File: src/rtl/chip8_display_scanner.sv
// chip8_display_scanner: CHIP-8 / XO-CHIP framebuffer to VGA pixel scanner.
// Lores/hires fields, integer scaling, 1-2 bitplanes, runtime RGB332 palette.
module chip8_display_scanner #(
    parameter int H_ACTIVE = 640,
    parameter int V_ACTIVE = 480,
    parameter int FB_AW    = 9,
    parameter int PLANES   = 2,
    parameter int LO_SX    = 10,
    parameter int LO_SY    = 12,
    parameter int HI_SX    = 5,
    parameter int HI_SY    = 6,
    parameter int BORDER   = 1
) (
    input  logic                  clk,
    input  logic                  rst_n,
    input  logic                  hires,
    input  logic [31:0]           palette,
    input  logic                  pixel_en,
    input  logic [10:0]           pixel_x,
    input  logic [10:0]           pixel_y,
    input  logic                  frame_start,
    input  logic                  line_start,
    output logic [FB_AW-1:0]      fb_addr,
    input  logic [16*PLANES-1:0]  fb_data,
    output logic [2:0]            r,
    output logic [2:0]            g,
    output logic [1:0]            b,
    output logic                  de_out
);
    localparam int CW = 8;
    localparam logic [11:0] LO_XLIM = 12'(64 * LO_SX);
    localparam logic [11:0] HI_XLIM = 12'(128 * HI_SX);

    logic             hiresQ;
    logic             synced;
    logic [6:0]       row;
    logic [FB_AW-1:0] lineBase;
    logic [CW-1:0]    vcnt;
    logic [CW-1:0]    hcnt;
    logic [3:0]       bitIdx;
    logic [15:0]      sh0;
    logic [15:0]      sh1;
    logic [1:0]       lsPipe;

    logic [CW-1:0]    sxM1;
    logic [CW-1:0]    syM1;
    logic [CW-1:0]    sxNewM1;
    logic [CW-1:0]    syNewM1;
    logic [6:0]       fieldH;
    logic [11:0]      xLim;
    logic [FB_AW-1:0] rowWords;
    logic             rowActive;
    logic             inField;
    logic             lineStart;
    logic             lineEnd;
    logic             pixStep;
    logic [15:0]      plane1Data;
    logic [1:0]       idx;
    logic             border;
    logic [7:0]       colour;

    always_comb begin
        sxM1     = hiresQ ? CW'(HI_SX - 1) : CW'(LO_SX - 1);
        syM1     = hiresQ ? CW'(HI_SY - 1) : CW'(LO_SY - 1);
        sxNewM1  = hires ? CW'(HI_SX - 1) : CW'(LO_SX - 1);
        syNewM1  = hires ? CW'(HI_SY - 1) : CW'(LO_SY - 1);
        fieldH   = hiresQ ? 7'd64 : 7'd32;
        xLim     = hiresQ ? HI_XLIM : LO_XLIM;
        rowWords = hiresQ ? FB_AW'(8) : FB_AW'(4);
    end

    assign rowActive  = row < fieldH;
    assign inField    = ({1'b0, pixel_x} < xLim) && rowActive;
    assign lineStart  = frame_start | line_start;
    assign lineEnd    = de_out & ~pixel_en;
    assign pixStep    = pixel_en & inField;
    assign plane1Data = (PLANES > 1) ? fb_data[16*PLANES-1 -: 16] : 16'h0;

    always_comb begin
        idx = 2'b00;
        if (inField) begin
            idx = {(PLANES > 1) ? sh1[15] : 1'b0, sh0[15]};
        end
        border = (BORDER != 0) &&
                 (pixel_x == 11'd0 || pixel_y == 11'd0 ||
                  pixel_x == 11'(H_ACTIVE - 1) ||
                  pixel_y == 11'(V_ACTIVE - 1));
        colour = border ? palette[31:24] : palette[{idx, 3'b000} +: 8];
    end

    // Field position: frame/line sequencing and the row counter.
    always_ff @(posedge clk or negedge rst_n) begin
        if (!rst_n) begin
            hiresQ   <= 1'b0;
            synced   <= 1'b0;
            row      <= '0;
            lineBase <= '0;
            vcnt     <= '0;
            lsPipe   <= '0;
            de_out   <= 1'b0;
            r        <= '0;
            g        <= '0;
            b        <= '0;
        end else begin
            de_out    <= pixel_en;
            {r, g, b} <= (pixel_en && synced) ? colour : 8'h00;
            lsPipe    <= {lsPipe[0], lineStart};
            if (frame_start) begin
                hiresQ   <= hires;
                synced   <= 1'b1;
                row      <= '0;
                lineBase <= '0;
                vcnt     <= syNewM1;
            end else if (lineEnd && rowActive) begin
                if (vcnt == '0) begin
                    vcnt     <= syM1;
                    row      <= row + 7'd1;
                    lineBase <= lineBase + rowWords;
                end else begin
                    vcnt <= vcnt - CW'(1);
                end
            end
        end
    end

    // Horizontal scan: fetch, prefetch and pixel shifting.
    always_ff @(posedge clk or negedge rst_n) begin
        if (!rst_n) begin
            fb_addr <= '0;
            hcnt    <= '0;
            bitIdx  <= '0;
            sh0     <= '0;
            sh1     <= '0;
        end else if (lineStart) begin
            fb_addr <= frame_start ? '0 : lineBase;
            hcnt    <= frame_start ? sxNewM1 : sxM1;
            bitIdx  <= 4'd15;
        end else if (lsPipe[1] && rowActive) begin
            sh0     <= fb_data[15:0];
            sh1     <= plane1Data;
            fb_addr <= lineBase + FB_AW'(1);
        end else if (pixStep) begin
            if (hcnt != '0) begin
                hcnt <= hcnt - CW'(1);
            end else begin
                hcnt <= sxM1;
                if (bitIdx == 4'd0) begin
                    sh0     <= fb_data[15:0];
                    sh1     <= plane1Data;
                    fb_addr <= fb_addr + FB_AW'(1);
                    bitIdx  <= 4'd15;
                end else begin
                    sh0    <= {sh0[14:0], 1'b0};
                    sh1    <= {sh1[14:0], 1'b0};
                    bitIdx <= bitIdx - 4'd1;
                end
            end
        end
    end
endmodule

File: config.mk
export PLATFORM = sky130hd
export DESIGN_NAME = chip8_display_scanner
export DESIGN_NICKNAME = d
export VERILOG_FILES = /design/src/rtl/chip8_display_scanner.sv
export SDC_FILE = /design/constraint.sdc
export NUM_CORES = 1
export LEC_CHECK = 0
export CORE_MARGIN = 2
export CORE_UTILIZATION = 45
export CTS_CLUSTER_DIAMETER = 100
export DETAILED_ROUTE_END_ITERATION = 12
export PLACE_DENSITY = 0.73
export SLEW_MARGIN = 20
export SYNTH_ARGS = -nofsm -noshare
export SYNTH_HDL_FRONTEND = slang
export SYNTH_SLANG_ARGS = --single-unit
File: constraint.sdc
create_clock -name clk -period 2.91 [get_ports clk]
set_input_delay 0.291 -clock clk [delete_from_list [all_inputs] [get_ports clk]]
set_output_delay 0.291 -clock clk [all_outputs]
set_load 0.02 [all_outputs]
## Yosys cells after proc, flatten, opt, wreduce, memory -nomap -nowiden

Index checks and enable logic that the tools add are counted.

- Register bits: 90
- Output and inout bits: 18
- Logic and storage cells: 101

- $add $sub $neg: 7
- Bitwise gates (word level): 5
- Multiplexer cells: 42
- Reduce and logical (&&, ||, !) cells: 23
- Shift-type cells: 1
- Equality and inequality tests: 6
- Order comparisons: 2

Operators by type and width:

| operator | count |
|---|---|
| $mux W16 | 8 |
| $mux W9 | 9 |
| $mux W8 | 9 |
| $mux W4 | 11 |
| $shiftx A32 B6 Y8 | 1 |
| $mux W7 | 4 |
| $logic_not A11 Y1 | 2 |
| $add A9 B1 Y9 const B | 2 |
| $sub A8 B1 Y8 const B | 2 |
| $eq A11 B10 Y1 const B | 1 |
| $eq A11 B9 Y1 const B | 1 |
| $lt A11 B10 Y1 const B | 1 |
| $add A9 B4 Y9 | 1 |
| $reduce_and A3 Y1 | 3 |
| $logic_not A8 Y1 | 1 |
| $reduce_bool A2 Y1 | 4 |
| $reduce_bool A8 Y1 | 1 |
| $add A7 B1 Y7 const B | 1 |
| $lt A7 B7 Y1 | 1 |
| $ne A2 B2 Y1 const B | 3 |
| $reduce_bool A3 Y1 | 2 |
| $logic_and A1 B1 Y1 | 4 |
| $logic_not A4 Y1 | 1 |
| $reduce_and A2 Y1 | 2 |
| 7 further kinds | 11 |

## Logic depth before layout (Yosys ltp)

- Word-level depth: 7
- Mapped depth: 12
- Mapped depth without buffers: 11

## Worst setup path before layout

OpenSTA, ideal clock, no wires.

- Kind: register to register
- From: register hiresQ
- To: register fb_addr[8]
- Stages on the path, launching flop included: 12
- Required time: 2.815 ns
- Path slack: 0.492 ns
- Data arrival time: 2.323 ns
- Cells stage by stage: dfrtp_1 -> inv_1 -> ha_1 -> nand2b_1 -> nor2_1 -> nor2_1 -> ha_1 -> nand3_1 -> or3_1 -> nand3_1 -> o21ai_0 -> o31ai_1

- Longest elaborated chain between the ends: 6
- Elaborated cells on any way between the ends: 11
- Classes of those cells: order compare (1); eq/ne (1); mux (3); bitwise (1); reduce/logical (5)

RTL lines:

| what | line | source |
|---|---|---|
| start: declaration | 34 | `logic hiresQ;` |
| start signal: assignment | 109 | `hiresQ <= hires;` |
| $mux W7 (*) | 67 | `fieldH = hiresQ ? 7'd64 : 7'd32;` |
| $lt A7 B7 Y1 (*) | 72 | `assign rowActive = row < fieldH;` |
| $logic_and A1 B1 Y1 | 73 | `assign inField = ({1'b0, pixel_x} < xLim) && rowActive;` |
| $and A1 B1 Y1 | 76 | `assign pixStep = pixel_en & inField;` |
| $reduce_bool A3 Y1 (no source line) | n/a |  |
| $reduce_and A3 Y1 (no source line) | n/a |  |
| end signal: assignment | 135 | `fb_addr <= frame_start ? '0 : lineBase;` |
| end signal: assignment | 141 | `fb_addr <= lineBase + FB_AW'(1);` |
| end signal: assignment | 150 | `fb_addr <= fb_addr + FB_AW'(1);` |
| end: declaration | 23 | `output logic [FB_AW-1:0] fb_addr,` |

Every way passes the cells marked *; elsewhere a longest branch is shown, timed or not.
A chain may end at the register's enable or synchronous reset.

## Worst setup path after layout

Ends and elaborated chain as after synthesis.

==> metrics list <==
- Status: finished clean
* Crit path required time: 3.17 ns
* Critical path type: reg2reg
* Worst path bufs/invs: 1
- The critical path goes through inv_1, ha_2, o21ai_0, nand2_1, and2_1, ha_1, nand3_2, or3_1, nand3_1, o21ai_0, o31ai_1.
* Htree depth: 3
- The synthesized netlist occupies a cell area of between 4000 and 5000 sq um.
- Headroom to the max-slew limit came out at 57.0%.
- Total die area: about 12,000 sq um
* Worst supply voltage drop on vdd: 0.000300 V
- In this run the mean area of a mapped cell was approximately 9.3 sq um.
- Cell area after placement: 6240 sq um
- The total area inside the core boundary comes to 10,800 sq um.
* Clock transition time at the flip-flop clock pins of the worst setup and hold paths: 0.08 ns
- Number of input and output port buffers inserted: 109
- Number of search-and-repair iterations in the first detailed-routing pass: 4
- Filler Cells Inserted: 918
* Insertion delay of the later-clocked pin in the worst-skew pair: 0.36 ns
- Dividing the final minimum period by the clock period gives about nine tenths.
- Cells taking the most area after synthesis: sky130_fd_sc_hd__dfrtp_1 44%, sky130_fd_sc_hd__mux2i_1 6.3%, sky130_fd_sc_hd__o21ai_0 5.5%
* Worst-path fanout max: 6
- In this design, the stage delay of the slowest critical-path cell is 0.41 ns.
* Gpl congestion: 0.928
- Before CTS, the worst setup slack after placement is 0.168 ns.
* List of most frequent post-synthesis cells: 88 x sky130_fd_sc_hd__dfrtp_1, 55 x sky130_fd_sc_hd__nand2_1, 54 x sky130_fd_sc_hd__o21ai_0
- Clock skew on the completed layout was measured at 0.00757 ns.
- Asr flop ratio synth: 100%
- Global Route Usage Sum: roughly 21%
- From left edge to right edge, the die measures 109 um.
- For the worst setup path, the data arrival time is 2.89 ns.
* Library cell with the highest instance count after synthesis: sky130_fd_sc_hd__dfrtp_1
* Final setup violation count: 0
* Final total power: 3.11 mW
* Post-route setup TNS: 0 ns
* Final Hold Viols: 0
- Summed over all instances, the cell type with the most area after synthesis is sky130_fd_sc_hd__dfrtp_1.
- Setup repair after global routing left no endpoint under its margin.
* Total Wirelength: 12,200 um
- The detail route stage leaves a number of antenna-violating nets equal to 0.
- Measured along the y axis, the die boundary spans between 100 and 150 um.
- The repair_antennas step left the layout with diodes totalling 0.
- During synthesis, Yosys emitted a total of 0 warnings.
- Remaining global-route overflow: 0
- For this design the top-level I/O count stands at 110.
- Effective utilization at floorplan: 45.9%
- The net count of the finished layout is 747.
- After floorplanning, the core was divided into 38 placement rows.
- Total clock buffers created by CTS: 9
* Count of max-cap constraint violations: 0
- Cells with a size suffix above 1 make up under 10% of the layout.
- After layout, the worst setup slack is 0.283 ns.
- Lkg Pwr: 2.64 nW
* Count of different cell masters after synthesis: 57
- Endpoint kind of the worst setup timing path: flop
- Clk Tree Root Cell: sky130_fd_sc_hd__clkbuf_8
- Number of global-route vias before repair: between 4,000 and 5,000
- Total vias in the final route: 4,358
- Post-synth EDFFs: 0
- First DRT Iteration DRCs: 254
- Predominant post-synthesis flop cell: sky130_fd_sc_hd__dfrtp_1
- Tightest Hold Check Type: reg2reg
- Using the TritonRoute via totals, the vias-per-cell ratio works out to around 5.5.
- The first global-routing pass estimated 20,100 um of wire.
- Number of synthesized register bits: 88
- In this design, the critical path's most frequently occurring cell is sky130_fd_sc_hd__o21ai_0.
* Clock tree from TritonCTS: done
* Synthesized Nets: 635
* Deepest clock path buffer count: 2
- Element type at the critical path start: flop
- From synthesis to final layout, the design area changed by 30.3%.
- For this design, the sink count on the clock tree is 88.
* Critical-path top delay cell: sky130_fd_sc_hd__dfrtp_1
* HPWL after detailed placement: about 9200 um
* Dominant delay contributor by cell family on the critical path: simple AND/OR/NAND/NOR gates
- Per-cell routed wire length: 15.5 um
- After detailed routing, the number of remaining DRC violations is 0.
- Entering global routing, the biggest net connects 46 pins.
* Minimum clock period: 2.63 ns
* Cell area power density: 482 nW/um^2
- The initial antenna violation count is 0.
- The number of max-slew violations in the final report is 0.
* FF-to-FF setup slack: 0.28 ns
- Layout Cell Area excl Fill: 6450 sq um
* Share of the synthesized area in the top cell type: roughly 44%
- Share of the yosys chip area belonging to registers: 44.5%
- Post-Synthesis Cells: 532
* Fmax: between 300 and 400 MHz
- Transition time of the tightest slew-check pin: 0.643 ns
final cells by class:
class                      instances  area, sq um  area share (%)
clock buffer                      11          141            2.19
clock inverter                     4         45.0           0.698
inverter                          29          109            1.69
multi-input combinational        391         2550            39.6
sequential                        88         2200            34.1
tap                              140          175            2.72
timing repair buffer             125         1220            19.0
where the power goes:
group	internal, mW	switching (mW)
registers	1.40	0.117
logic	0.384	0.388
clock network	0.412	0.413
sequential cells by signal, indices dropped and copies added, names as in the netlist:
name	flops
fb_addr	9
b	2
hcnt	8
lineBase	7
de_out	1
g	3
row	7
vcnt	8
r	3
synced	1
bitIdx	4
lsPipe	2
sh0	16
sh1	16
hiresQ	1
final timing paths:
path,startpoint,cells after the start,to
setup reg to reg,hiresQ,11,fb_addr[8]
setup / recovery,hiresQ,11,fb_addr[8]
max in group asynchronous,rst_n,3,row[6]
min in group asynchronous,rst_n,2,fb_addr[7]
hold reg to reg,lsPipe[0],0,lsPipe[1]
hold / removal,lsPipe[0],0,lsPipe[1]
cell usage in the layout (no fill, tap or decap), types with 4 or more instances in the layout:
master and n:
sky130_fd_sc_hd__a211oi_1 4, sky130_fd_sc_hd__a21oi_1 27, sky130_fd_sc_hd__a221oi_1 7, sky130_fd_sc_hd__a31oi_1 6, sky130_fd_sc_hd__and2_1 4, sky130_fd_sc_hd__buf_4 15, sky130_fd_sc_hd__clkbuf_8 10, sky130_fd_sc_hd__clkdlybuf4s50_1 108
sky130_fd_sc_hd__dfrtp_1 88, sky130_fd_sc_hd__ha_1 9, sky130_fd_sc_hd__inv_1 29, sky130_fd_sc_hd__mux2i_1 31, sky130_fd_sc_hd__nand2_1 55, sky130_fd_sc_hd__nand3_1 15, sky130_fd_sc_hd__nand4_1 12, sky130_fd_sc_hd__nor2_1 36
sky130_fd_sc_hd__nor2b_1 4, sky130_fd_sc_hd__nor3_1 20, sky130_fd_sc_hd__nor4_1 4, sky130_fd_sc_hd__o21ai_0 54, sky130_fd_sc_hd__o221ai_1 7, sky130_fd_sc_hd__o22ai_1 4, sky130_fd_sc_hd__o31ai_1 5, sky130_fd_sc_hd__o32a_1 7
sky130_fd_sc_hd__or3_1 7, sky130_fd_sc_hd__or4_1 5, sky130_fd_sc_hd__xnor2_1 13
through the flow:
step                cells  hold WS, ns  utilization (%)
floorplan             532     -0.00459                -
global placement      772        0.324             57.9
detailed placement    772        0.324             57.9
CTS                   788        0.356             59.7
global route          788        0.368             59.8
finish                788        0.355             59.8
what timing repair did:
item                       in CTS  in global routing
resized for setup               0                  3
buffers inserted                0                  0
hold buffers                    1                  0
hold endpoints to repair       43                  0
setup endpoints to repair       0                  1
metal layers:
layer	share of wire [%]	global-route usage (%)	vias up	routed length, um
met2	47	35.0	123	5750
li1	-	-	2163	-
met5	0	0	-	0
met4	1.7	9.07	0	212
met3	5.7	4.12	17	702
met1	46	27.8	2055	5570
logic make-up after synthesis:
group	after synthesis	synth area share, %
buffers and inverters	53	4.50
DFF	88	44.5
AOI/OAI and AO/OA	144	18.7
xor gates and xnor gates	16	2.83
and+or+nand+nor	187	19.8
muxes	33	6.72
adders and majority gates	11	2.93
No activity file was read; power rests on OpenSTA's default activity.
